File: src/rtl/traffic_ctrl_param.sv
// traffic_ctrl_param
//   N-approach intersection controller with configurable green, yellow and
//   all-red durations, optional demand-actuated rotation and emergency
//   preemption. One approach at most is non-red in any cycle.
//
// Ports
//   clk         system clock, rising edge
//   rst         synchronous, active-low reset
//   car_req     per-approach vehicle-present sensor (level)
//   skip_en     1 = demand-actuated rotation, 0 = fixed rotation
//   emg_req     emergency preemption request (level)
//   emg_dir     approach to be given priority
//   lights      lamp code for approach i at [2i+1:2i]: 00 red, 01 yellow, 10 green
//   active_dir  approach currently owning green/yellow
//   emg_active  high while in emergency green
//
// There is no data handshake on this block: car_req, skip_en, emg_req and
// emg_dir are plain levels sampled on every rising clock edge, and all
// outputs are registers updated on that same edge.
module traffic_ctrl_param #(
  parameter int NUM_DIR       = 4,
  parameter int GREEN_CYCLES  = 8,
  parameter int YELLOW_CYCLES = 3,
  parameter int ALLRED_CYCLES = 1,
  parameter int CNT_W         = 8
) (
  input  logic                       clk,
  input  logic                       rst,
  input  logic [NUM_DIR-1:0]         car_req,
  input  logic                       skip_en,
  input  logic                       emg_req,
  input  logic [$clog2(NUM_DIR)-1:0] emg_dir,
  output logic [2*NUM_DIR-1:0]       lights,
  output logic [$clog2(NUM_DIR)-1:0] active_dir,
  output logic                       emg_active
);

  localparam int DW = $clog2(NUM_DIR);

  localparam logic [CNT_W-1:0] G_LOAD = CNT_W'(GREEN_CYCLES - 1);
  localparam logic [CNT_W-1:0] Y_LOAD = CNT_W'(YELLOW_CYCLES - 1);
  localparam logic [CNT_W-1:0] A_LOAD = CNT_W'(ALLRED_CYCLES - 1);

  localparam logic [2*NUM_DIR-1:0] LIGHTS_RST = (2*NUM_DIR)'(2'b10);

  typedef enum logic [1:0] {
    ST_GREEN  = 2'd0,
    ST_YELLOW = 2'd1,
    ST_ALLRED = 2'd2,
    ST_EMG    = 2'd3
  } state_t;

  // Current FSM state is kept as a named, typed register so checkers can
  // bind to it directly.
  state_t            state;
  logic [CNT_W-1:0]  cnt;

  state_t            state_n;
  logic [DW-1:0]     dir_n;
  logic [CNT_W-1:0]  cnt_n;
  logic [2*NUM_DIR-1:0] lights_n;

  logic              emg_ok;
  logic              other_req;
  logic [DW-1:0]     sel_dir;

  // (d + k) mod NUM_DIR, generic for non-power-of-two NUM_DIR.
  function automatic logic [DW-1:0] wrap_add(input logic [DW-1:0] d, input int k);
    int s;
    s = (int'(d) + k) % NUM_DIR;
    return DW'(s);
  endfunction

  // An out-of-range emergency target is treated as no request at all.
  assign emg_ok = emg_req && (int'(emg_dir) < NUM_DIR);

  // Any approach other than the current owner asking for service.
  always_comb begin
    other_req = 1'b0;
    for (int j = 0; j < NUM_DIR; j++) begin
      if ((DW'(j) != active_dir) && car_req[j]) other_req = 1'b1;
    end
  end

  // Next owner: fixed rotation, or the first requesting approach found
  // cyclically after the current one (falling back to plain rotation).
  always_comb begin
    logic found;
    found   = 1'b0;
    sel_dir = wrap_add(active_dir, 1);
    if (skip_en) begin
      for (int i = 1; i <= NUM_DIR; i++) begin
        if (!found && car_req[wrap_add(active_dir, i)]) begin
          sel_dir = wrap_add(active_dir, i);
          found   = 1'b1;
        end
      end
    end
  end

  always_comb begin
    state_n = state;
    dir_n   = active_dir;
    cnt_n   = cnt;
    case (state)
      ST_GREEN: begin
        if (emg_ok && (emg_dir == active_dir)) begin
          // Same approach: promote in place, lamp stays green.
          state_n = ST_EMG;
        end else if (emg_ok) begin
          // Different approach: cut green short, full yellow follows.
          state_n = ST_YELLOW;
          cnt_n   = Y_LOAD;
        end else if (cnt == '0) begin
          if (!skip_en || other_req) begin
            state_n = ST_YELLOW;
            cnt_n   = Y_LOAD;
          end else begin
            // Nobody else waiting: extend this green by a full phase.
            cnt_n = G_LOAD;
          end
        end else begin
          cnt_n = cnt - CNT_W'(1);
        end
      end
      ST_YELLOW: begin
        if (cnt == '0) begin
          state_n = ST_ALLRED;
          cnt_n   = A_LOAD;
        end else begin
          cnt_n = cnt - CNT_W'(1);
        end
      end
      ST_ALLRED: begin
        if (cnt == '0) begin
          if (emg_ok) begin
            state_n = ST_EMG;
            dir_n   = emg_dir;
          end else begin
            state_n = ST_GREEN;
            dir_n   = sel_dir;
            cnt_n   = G_LOAD;
          end
        end else begin
          cnt_n = cnt - CNT_W'(1);
        end
      end
      default: begin
        // Emergency green is held untimed; only release of emg_req ends it,
        // and emg_dir changes meanwhile have no effect.
        if (!emg_req) begin
          state_n = ST_YELLOW;
          cnt_n   = Y_LOAD;
        end
      end
    endcase
  end

  // Lamp pattern is decoded from the next state so lights is a pure register.
  always_comb begin
    logic [1:0] code;
    case (state_n)
      ST_GREEN, ST_EMG: code = 2'b10;
      ST_YELLOW:        code = 2'b01;
      default:          code = 2'b00;
    endcase
    lights_n = '0;
    for (int i = 0; i < NUM_DIR; i++) begin
      if (DW'(i) == dir_n) lights_n[2*i +: 2] = code;
    end
  end

  always_ff @(posedge clk) begin
    if (!rst) begin
      state      <= ST_GREEN;
      active_dir <= '0;
      cnt        <= G_LOAD;
      lights     <= LIGHTS_RST;
      emg_active <= 1'b0;
    end else begin
      state      <= state_n;
      active_dir <= dir_n;
      cnt        <= cnt_n;
      lights     <= lights_n;
      emg_active <= (state_n == ST_EMG);
    end
  end

endmodule

File: config.mk
export PLATFORM = sky130hd
export DESIGN_NAME = traffic_ctrl_param
export DESIGN_NICKNAME = d
export VERILOG_FILES = /design/src/rtl/traffic_ctrl_param.sv
export SDC_FILE = /design/constraint.sdc
export NUM_CORES = 1
export LEC_CHECK = 0
export ABC_AREA = 1
export CAP_MARGIN = 20
export CORE_ASPECT_RATIO = 1.1
export CORE_MARGIN = 2
export CORE_UTILIZATION = 45
export DETAILED_ROUTE_END_ITERATION = 7
export HOLD_SLACK_MARGIN = 0.02
export PLACE_DENSITY = 0.68
export SETUP_SLACK_MARGIN = 0.1
export SYNTH_ARGS = -nofsm -noshare
export SYNTH_HDL_FRONTEND = slang
export SYNTH_SLANG_ARGS = --single-unit
File: constraint.sdc
create_clock -name clk -period 5.2 [get_ports clk]
set_clock_uncertainty 0.15 [all_clocks]
set_input_delay 1.04 -clock clk [delete_from_list [all_inputs] [get_ports clk]]
set_output_delay 1.04 -clock clk [all_outputs]
set_load 0.02 [all_outputs]
==> impl_summary.log, run 1 <==
INFO  metric clk_pin_slew_worst_paths = 0.13 ns
INFO  metric chipWidth = 57.1 um
INFO  metric syn_nets = 216
INFO  metric synth_area = 0.00140 sq mm
INFO  metric largest_net_degree_at_the_start_of_global_routing = 14
INFO  metric wl_per_cell = 11.2 um
INFO  metric die-area = 0.00357 sq mm
INFO  metric cts_root_buffer = clkbuf_4
INFO  metric rsz0062_at_grt = no
INFO  metric groute.usage.overall = 0.169
INFO  metric max_slew_margin = 0.643
INFO  metric drt_first_iter_violations = 41
INFO  metric main_combinational_cell_family_by_area_after_synthesis = simple AND/OR/NAND/NOR gates
INFO  metric total_congestion_overflow = 0
INFO  metric register_bit_total_from_synthesis = 21
INFO  metric worst-path-buf-inv = 1
INFO  metric synth.yosys.seq_area_share = 0.301
INFO  metric share_of_the_synthesized_area_in_compound_gates_ao_oa_aoi_oai = 0.0689
INFO  metric route.detailed.drc = 0
INFO  metric critical-path-max-stage-delay = 0.70 ns
INFO  metric area_growth = 17.5%
INFO  metric final_antenna_net_count = 0
INFO  metric power.density_cell_area = 204 mW/mm^2
INFO  metric filler_instances = 315
INFO  metric timing.setup.critical_path_class = reg -> out
INFO  metric setup_buffers_after_cts = 0
INFO  metric avgViaCountPerCell = 5.13
INFO  metric synth.avg_cell_area = 7.02 sq um
INFO  metric port-buffer-count = 20
INFO  metric clock_tree.htree_level_count = 1
INFO  metric place_inst = 250
INFO  metric hold_violations = 0
INFO  metric timing.final.setup_violations = 0
INFO  metric post-route-period-util = 0.556
INFO  metric clk-insertion-delay-late = 0.32 ns
INFO  metric placeableCoreArea = 0.00300 sq mm
INFO  metric clkSinkCount = 21
INFO  metric power.leakage = 0.774 nW
INFO  metric run_status = complete, no violations
INFO  metric timing.critical_path.arrival = 1.70 ns
INFO  metric worst_case_reg_to_reg_path_depth = 15
INFO  metric critPathCaptureType = primary output
INFO  metric layout-drive-gt1-share = 0.127
INFO  metric finalNonFillerCells = 254
INFO  metric antennaDiodeCount = 0
INFO  metric area_share_of_the_largest_cell_type_after_synthesis = 0.301
INFO  metric final.setup.tns = 0 ns
INFO  metric timing.max_cap.violations = 0
INFO  metric critical_path_depth = 1
INFO  metric layout.core_utilization = 0.548
INFO  metric wire_length_of_the_first_global_routing_pass = 4910 um
INFO  metric design.final.nets = 238
INFO  metric synthTopCellsByArea = dfxtp_1 30%, nand2_1 12%, nand3_1 6.8%
INFO  metric critical_path.max_fanout = 13
INFO  metric layout_min_cycle_time = 2.89 ns
INFO  metric place.detailed.hpwl = 2230 um
INFO  metric ir_drop = 0.176 mV
INFO  metric worst_pin_slew = 0.534 ns
INFO  metric synth_area_leader_cell = dfxtp_1
INFO  metric place.gp.congestion = 0.814
INFO  metric drt-pass1-iter-count = 4
INFO  metric antenna_found_initial = 0
INFO  metric rows = 21
INFO  metric vias = 1,304
INFO  metric post_synth_num_cell_types = 31
INFO  metric cts_max_path_bufs = 2
INFO  metric io-pin-count = 21
INFO  metric post_synthesis_xor_xnor_area_fraction = 0.0501
INFO  metric worstSetupStartpointType = flop
INFO  metric cts-hold-fix-buffers = 0
INFO  metric synth_cells = 199
INFO  metric tightest_hold_check_type = reg -> reg
INFO  metric count_of_synthesis_stage_warnings_from_yosys = 0
INFO  metric critical_path_cell_by_cell = clkdlybuf4s50_1
INFO  metric post_synth_and_or_nand_nor_area_fraction = 0.416
INFO  metric die_height = 62.5 um
INFO  metric timing.hold.worst_path_depth = 2
INFO  metric final_routed_wirelength_across_all_metal_layers = 2830 um
INFO  metric synth_adder_area_share = 0.0627
INFO  metric effective_utilization_at_floorplan = 0.467
INFO  metric timing.critical_path.required = 4.01 ns
INFO  metric muxShareOfSynthArea = 0
INFO  metric cts_tree = yes
INFO  metric maxClockFrequency = 346 MHz
INFO  metric slew_violations = 0
INFO  metric critical_path.slowest_cell = clkdlybuf4s50_1
INFO  metric post_cts_resized = 0
INFO  metric numCtsBuffers = 3
INFO  metric grt_pass1_vias = 1,225
INFO  metric largest_delay_contributor_family_on_the_critical_path = buffers and inverters
[area by class of cell]
class | instances | area [sq um] | share of cell area
Tap cell | 34 | 42.5 | 0.0259
Timing Repair Buffer | 20 | 200 | 0.122
Clock inverter | 1 | 5.00 | 0.00305
Inverter | 30 | 115 | 0.0701
Multi-Input combinational cell | 145 | 836 | 0.509
Clock buffer | 3 | 22.5 | 0.0137
Sequential cell | 21 | 420 | 0.256
[registers in the layout, indices dropped and copies added (netlist names)]
name and count:
lights 8, state 2, emg_active 1, active_dir 2
cnt 8
[logic make-up (layout without fill, tap and decap cells)]
logic type               after synthesis  in the layout
AO/OA/AOI/OAI                         16             16
XOR/XNOR                               8              8
adder cells (fa/ha/maj)                7              7
buffers and inverters                 33             54
flip-flops                            21             21
AND/OR/NAND/NOR                      114            114
[per-stage QoR]
| stage | setup WS (ns) | cell area (sq um) | hold slack [ns] | total power [W] |
|---|---|---|---|---|
| 2_1_floorplan | 2.92 | 1400 | 0.304 | 0.000233 |
| 4_1_cts | 2.30 | 1640 | 0.360 | 0.000339 |
| 3_5_place_dp | 2.17 | 1610 | 0.340 | 0.000257 |
| 5_1_grt | 2.24 | 1640 | 0.392 | 0.000354 |
| 3_3_place_gp | 2.25 | 1610 | 0.326 | 0.000255 |
| 6_report | 2.31 | 1640 | 0.354 | 0.000335 |
[Yosys cell counts]
library cell  number
inv_1             25
nor4_2             1
buf_6              2
o22ai_1            3
dfxtp_1           21
nand2_1           43
o21ai_0            4
nor3_1             6
nand2_2            7
o2111ai_1          1
nand4_4            1
a21oi_1            2
xnor2_1            2
nand3_4            1
nand3_1           19
o21ai_2            1
ha_1               7
clkbuf_1           1
o21ai_1            2
xor2_1             6
nor2_1            23
nor2_4             2
nand3_2            2
o211ai_1           1
inv_2              4
nor2_2             1
nand4_1            4
nand2_4            3
or2_1              1
inv_4              1
a31oi_1            2
[power by group]
group / internal [W] / switching [W]
Clock: 0.0000288 / 0.0000530
Combinational: 0.0000320 / 0.0000470
Sequential: 0.000169 / 0.00000532
Total: 0.000230 / 0.000105
[path summary, 6_finish.rpt]
path | start | endpoint | slack (ns)
setup reg to reg | active_dir[0] | lights[3] | 2.63
setup / recovery | active_dir[0] | active_dir[0] | 2.31
hold reg to reg | cnt[1] | cnt[1] | 0.35
hold / removal | cnt[1] | cnt[1] | 0.35
[layer usage]
layer  wire, um  GRT usage  vias up
met5          0          0        -
met4         29     0.0698        0
met3        110     0.0248        4
met2       1390      0.295       28
met1       1310      0.203      590
li1           -          -      682
[cells in the final DEF (no fill, tap or decap), types with 2 or more instances in the layout]
master,count
a21oi_1,2
a31oi_1,2
clkbuf_4,3
clkdlybuf4s50_1,20
dfxtp_1,21
ha_1,7
inv_1,25
inv_2,4
nand2_1,43
nand2_2,7
nand2_4,3
nand3_1,19
nand3_2,2
nand4_1,4
nor2_1,23
nor2_4,2
nor3_1,6
o21ai_0,4
o21ai_1,2
o22ai_1,3
xnor2_1,2
xor2_1,6
Note: power is estimated with default switching activity, not from simulation.
==> run 2, diff against run 1 <==
- clock period: 5.2 -> 2.9 ns (I/O delays scaled with it)
==> run 2 against run 1 <==
  * Total power grew 78%
  * Hold slack lost 0.0014 ns
  * Critical path depth grew 13
  * Non-clock buffer count grew 1
  * Global-route usage grew 0.56 points
  * Utilization grew 0.25 points
  * Sequential power grew 79%
  * Sequential share of layout area shrank 0.12 points
  * Sequential cell count is the same
  * First-iteration DRC count shrank 22%
  * Clock-buffer cell count is the same
  * Cell count grew 0.39%
  * Largest power group unchanged
  * Highest routed layer unchanged
==> impl_summary.log, run 2 (synthesized netlist as in run 1, its figures left out) <==
INFO  metric numCtsBuffers = 3
INFO  metric route.detailed.drc = 0
INFO  metric largest_delay_contributor_family_on_the_critical_path = simple AND/OR/NAND/NOR gates
INFO  metric port-buffer-count = 20
INFO  metric ir_drop = 0.225 mV
INFO  metric cts-hold-fix-buffers = 0
INFO  metric wire_length_of_the_first_global_routing_pass = 5110 um
INFO  metric placeableCoreArea = 0.00300 sq mm
INFO  metric rsz0062_at_grt = no
INFO  metric power.internal = 0.000412 W
INFO  metric cts_root_buffer = clkbuf_4
INFO  metric power.leakage = 0.779 nW
INFO  metric hold_violations = 0
INFO  metric final_cell_mix = 43 x nand2_1, 25 x inv_1, 23 x nor2_1, 21 x dfxtp_1, 20 x clkdlybuf4s50_1
INFO  metric power.density_cell_area = 362 mW/mm^2
INFO  metric io-pin-count = 21
INFO  metric die_height = 62.5 um
INFO  metric maxClockFrequency = 402 MHz
INFO  metric avgViaCountPerCell = 5.07
INFO  metric critical_path.slowest_cell = dfxtp_1
INFO  metric worstSetupStartpointType = flop
INFO  metric final.setup.tns = 0 ns
INFO  metric groute.usage.overall = 0.174
INFO  metric share_comb_of_total_power = 0.237
INFO  metric post-route-period-util = 0.857
INFO  metric final_antenna_net_count = 0
INFO  metric worst_case_reg_to_reg_path_depth = 14
INFO  metric wl_per_cell = 11.2 um
INFO  metric rows = 21
INFO  metric worst_pin_slew = 0.394 ns
INFO  metric final_routed_wirelength_across_all_metal_layers = 2860 um
INFO  metric drt-pass1-iter-count = 4
INFO  metric layout-drive-gt1-share = 0.131
INFO  metric max_slew_margin = 0.736
INFO  metric share_seq_of_total_power = 0.522
INFO  metric critical_path_cell_by_cell = inv_2, ha_1, inv_1, nand3_2, nand2_4, nand2_1, nand2_1, nand3_1, nand3_1, nand2_1, nand2_1, nand2_1, nand3_1, nor3_1
INFO  metric worst_path_most_repeated_cell = nand2_1
INFO  metric timing.final.setup_violations = 0
INFO  metric timing.setup.critical_path_class = reg -> reg
INFO  metric post_cts_resized = 0
INFO  metric cts_tree = yes
INFO  metric critical_path_depth = 14
INFO  metric antennaDiodeCount = 0
INFO  metric vias = 1,293
INFO  metric netSwitchingPower = 0.000186 W
INFO  metric total_congestion_overflow = 0
INFO  metric run_status = complete, no violations
INFO  metric swShare = 0.311
INFO  metric power.clock.fraction = 0.240
INFO  metric setup_buffers_after_cts = 0
INFO  metric die-area = 0.00357 sq mm
INFO  metric timing.critical_path.required = 2.98 ns
INFO  metric timing.max_cap.violations = 0
INFO  metric largest_net_degree_at_the_start_of_global_routing = 13
INFO  metric layout_min_cycle_time = 2.49 ns
INFO  metric clock_tree.htree_level_count = 1
INFO  metric slew_violations = 0
INFO  metric clk-insertion-delay-late = 0.31 ns
INFO  metric preCtsSetupSlack = 0.332 ns
INFO  metric worst_slack = 0.415 ns
INFO  metric clk_pin_slew_worst_paths = 0.12 ns
INFO  metric clkSinkCount = 21
INFO  metric area_growth = 18.0%
INFO  metric grt_pass1_vias = 1,222
INFO  metric layout_commonest_cell = nand2_1
INFO  metric critical-path-max-stage-delay = 0.55 ns
INFO  metric biggestRegsByFlops = cnt (8), lights (8)
INFO  metric timing.hold.worst_path_depth = 2
INFO  metric timing.critical_path.arrival = 2.56 ns
INFO  metric tightest_hold_check_type = reg -> reg
INFO  metric critPathCaptureType = flop
INFO  metric critical_path.max_fanout = 9
INFO  metric drt_first_iter_violations = 32
INFO  metric antenna_found_initial = 0
INFO  metric worst-path-buf-inv = 2
INFO  metric place.gp.congestion = 0.889
INFO  metric chipWidth = 57.1 um
INFO  metric place.detailed.hpwl = 2280 um
INFO  metric design.final.nets = 239
INFO  metric cts_max_path_bufs = 2
INFO  metric effective_utilization_at_floorplan = 0.467
run 2: path summary, 6_finish.rpt:
path | start | endpoint | slack, ns
worst max register to register | active_dir[1] | lights[7] | 0.41
worst min-delay path | cnt[1] | cnt[1] | 0.35
worst max-delay path | active_dir[1] | lights[7] | 0.41
worst min register to register | cnt[1] | cnt[1] | 0.35
run 2: worst reg2reg max path, cell delays in order, from the launching register on:
cell and delay (ns):
dfxtp_1 0.55, inv_2 0.13, ha_1 0.41, inv_1 0.14, nand3_2 0.12, nand2_4 0.08, nand2_1 0.10, nand2_1 0.05
nand3_1 0.07, nand3_1 0.08, nand2_1 0.07, nand2_1 0.05, nand2_1 0.09, nand3_1 0.12, nor3_1 0.21
run 2: per-stage QoR:
step	cell area, sq um	power (W)	util	hold WS [ns]	cells
after floorplan	1400	0.000417	-	0.304	199
after global placement	1620	0.000457	0.541	0.325	251
after detailed placement	1620	0.000460	0.541	0.338	251
after CTS	1650	0.000608	0.551	0.359	255
after global routing	1650	0.000637	0.551	0.381	255
final	1650	0.000597	0.551	0.352	255
run 2: routing by layer:
layer,routed length (um),GRT usage,up-vias
met4,48,0.0640,0
li1,-,-,685
met2,1380,0.290,16
met3,83,0.0352,7
met5,0,0,-
met1,1340,0.220,585
run 2: cell type report:
type | instances | area [sq um]
Clock buffer | 3 | 22.5
Timing Repair Buffer | 21 | 208
Multi-Input combinational cell | 145 | 836
Clock inverter | 1 | 5.00
Tap cell | 34 | 42.5
Fill cell | 308 | 1350
Inverter | 30 | 115
Sequential cell | 21 | 420
run 2: power by group through the flow:
stage | Sequential [W] | Clock, W | Combinational [W]
final | 0.000312 | 0.000144 | 0.000142
after global routing | 0.000314 | 0.000163 | 0.000160
after CTS | 0.000312 | 0.000154 | 0.000142
after detailed placement | 0.000319 | 0 | 0.000141
after global placement | 0.000318 | 0 | 0.000138
after floorplan | 0.000324 | 0 | 0.0000938
==> run 3, diff against run 2 <==
- ABC_AREA: 1 -> default
- ABC_CLOCK_PERIOD_IN_PS: default -> 2900
- SETUP_SLACK_MARGIN: 0.1 -> default
==> run 3 against run 2 <==
  * Via count decreased by 5.9%
  * Critical path depth decreased by 7
  * Utilization increased by 1.3 points
  * Setup slack got worse by 0.081 ns
  * Global-route usage increased by 1.3 points
  * Die area increased by 0.58%
  * Synthesized cell count decreased by 21%
  * Cell count decreased by 15%
  * Total power decreased by 1.8%
  * Largest cell class unchanged
  * Largest power group unchanged
  * Highest routed layer unchanged
==> impl_summary.log, run 3 <==
INFO  metric critical_path.max_fanout = 5
INFO  metric post-route-period-util = 0.885
INFO  metric timing.setup.critical_path_class = in -> reg
INFO  metric chipWidth = 57.3 um
INFO  metric rows = 21
INFO  metric register_bit_total_from_synthesis = 21
INFO  metric worstSetupStartpointType = input pin
INFO  metric antenna_found_initial = 0
INFO  metric syn_nets = 175
INFO  metric vias = 1,217
INFO  metric placeableCoreArea = 0.00302 sq mm
INFO  metric layout_min_cycle_time = 2.57 ns
INFO  metric wire_length_of_the_first_global_routing_pass = 5420 um
INFO  metric drt-pass1-iter-count = 4
INFO  metric area_share_of_the_largest_cell_type_after_synthesis = 0.299
INFO  metric count_of_synthesis_stage_warnings_from_yosys = 0
INFO  metric final_antenna_net_count = 0
INFO  metric power.leakage = 0.680 nW
INFO  metric slew_violations = 0
INFO  metric die_height = 62.6 um
INFO  metric area_growth = 21.0%
INFO  metric critPathCaptureType = flop
INFO  metric avgViaCountPerCell = 5.61
INFO  metric layout_commonest_cell = dfxtp_1
INFO  metric post_layout_inst_area = 0.00170 sq mm
INFO  metric timing.hold.worst.start = cnt[1]
INFO  metric ys.flop_type = dfxtp_1
INFO  metric cts-hold-fix-buffers = 0
INFO  metric max_slew_margin = 0.649
INFO  metric grt_pass1_vias = 1,231
INFO  metric final_routed_wirelength_across_all_metal_layers = 2990 um
INFO  metric setup_buffers_after_cts = 0
INFO  metric crit-reg2reg-launch = active_dir[0]
INFO  metric synthTopCellsByArea = dfxtp_1 30%, ha_1 6.2%, mux2i_1 5.0%
INFO  metric async_reset_ff_frac = 0
INFO  metric final.setup.tns = 0 ns
INFO  metric timing.critical_path.required = 2.96 ns
INFO  metric total_congestion_overflow = 0
INFO  metric whs_endpoint = cnt[1]
INFO  metric antennaDiodeCount = 0
INFO  metric layout-drive-gt1-share = 0.142
INFO  metric power.density_cell_area = 345 mW/mm^2
INFO  metric worst-r2r-setup-slack = 0.44 ns
INFO  metric wl_per_cell = 13.8 um
INFO  metric port-buffer-count = 20
INFO  metric yosys.cell_count.top_type = dfxtp_1
INFO  metric synth_cells = 158
INFO  metric timing.hold.worst_path_depth = 2
INFO  metric drt_first_iter_violations = 46
INFO  metric run_status = complete, no violations
INFO  metric maxClockFrequency = 390 MHz
INFO  metric io-pin-count = 21
INFO  metric largest_net_degree_at_the_start_of_global_routing = 14
INFO  metric cts_max_path_bufs = 2
INFO  metric place_inst = 213
INFO  metric synth.yosys.seq_area_share = 0.299
INFO  metric place.detailed.hpwl = 2350 um
INFO  metric final_cell_mix = 21 x dfxtp_1, 20 x clkdlybuf4s50_1, 13 x nor2_1, 11 x buf_4, 9 x inv_1
INFO  metric yosys-top-cells-count = 21 x dfxtp_1, 13 x nor2_1, 9 x inv_1, 8 x nand2_1, 8 x o21ai_0
INFO  metric design.final.nets = 201
INFO  metric clk-insertion-delay-late = 0.31 ns
INFO  metric synth_area_leader_cell = dfxtp_1
INFO  metric tightest_hold_check_type = reg -> reg
INFO  metric effective_utilization_at_floorplan = 0.465
INFO  metric timing.final.setup_violations = 0
INFO  metric cts_root_buffer = clkbuf_4
INFO  metric clkSinkCount = 21
INFO  metric groute.usage.overall = 0.188
INFO  metric worst_case_reg_to_reg_path_depth = 8
INFO  metric synth_enable_flop_cells = 0
INFO  metric route.detailed.drc = 0
INFO  metric die-area = 0.00359 sq mm
INFO  metric cts_tree = yes
INFO  metric ir_drop = 0.311 mV
INFO  metric clock_tree.htree_level_count = 1
INFO  metric timing.max_cap.violations = 0
INFO  metric rsz0062_at_grt = no
INFO  metric hold_violations = 0
INFO  metric timing.critical_path.arrival = 2.62 ns
INFO  metric post_dp_cell_area = 0.00167 sq mm
INFO  metric worst_pin_slew = 0.513 ns
INFO  metric r2r_end = lights[7]
INFO  metric synth.avg_cell_area = 8.90 sq um
INFO  metric place.gp.congestion = 0.827
INFO  metric biggestRegsByFlops = cnt (8), lights (8)
INFO  metric post_synth_num_cell_types = 50
INFO  metric finalNonFillerCells = 217
INFO  metric synth_area = 0.00141 sq mm
INFO  metric clk_pin_slew_worst_paths = 0.12 ns
INFO  metric post_cts_resized = 0
INFO  metric numCtsBuffers = 3
run 3: routing by layer:
layer  track usage  share of wire  vias up
li1              -              -      617
met1         0.222           0.43      572
met2         0.335           0.52       20
met3        0.0414          0.032        8
met4        0.0523          0.017        0
met5             0              0        -
run 3: power by group:
| group | switching (W) | internal (W) | total (W) | leakage, nW |
|---|---|---|---|---|
| Combinational | 0.0000698 | 0.0000656 | 0.000135 | 0.491 |
| Clock | 0.0000888 | 0.0000515 | 0.000140 | 0.0177 |
| Sequential | 0.00000941 | 0.000301 | 0.000311 | 0.171 |
| Total | 0.000168 | 0.000419 | 0.000587 | 0.680 |
run 3: layout make-up:
class                   count  area, sq um
flip-flops and latches     21          420
multi-input cells         117          891
clock inverters             1         5.00
repair buffers             31          283
well taps                  34         42.5
fillers                   290         1320
inverters                  10         37.5
clock buffers               3         22.5
run 3: cells by family after synthesis:
| logic type | Yosys count | synth area share |
|---|---|---|
| fa+ha+maj | 7 | 0.0623 |
| flops | 21 | 0.299 |
| simple gates | 60 | 0.265 |
| buf+inv | 20 | 0.0676 |
| xor+xnor | 6 | 0.0374 |
| mux | 10 | 0.0899 |
| compound gates | 34 | 0.179 |
run 3: metrics by stage:
stage / util / hold WS [ns] / power (W) / setup slack, ns
after floorplan: - / 0.306 / 0.000403 / 0.232
after global routing: 0.563 / 0.441 / 0.000624 / 0.159
after global placement: 0.554 / 0.336 / 0.000449 / 0.0253
after detailed placement: 0.554 / 0.348 / 0.000453 / 0.0215
final: 0.563 / 0.373 / 0.000587 / 0.334
after CTS: 0.563 / 0.382 / 0.000593 / 0.342
run 3: worst max-delay path by stage:
stage / start / to / cells past startpoint
final: car_req[2] / lights[7] / 7
after global placement: car_req[2] / lights[7] / 7
after floorplan: active_dir[1] / lights[4] / 10
after global routing: cnt[0] / lights[3] / 9
after detailed placement: car_req[1] / lights[7] / 7
after CTS: car_req[2] / lights[7] / 7
run 3: critical path, stage by stage:
cell	delay, ns
clkdlybuf4s50_1	0.49
mux4_2	0.53
nor4bb_1	0.16
a2111oi_2	0.36
a22oi_2	0.13
and2_4	0.20
and3_1	0.18
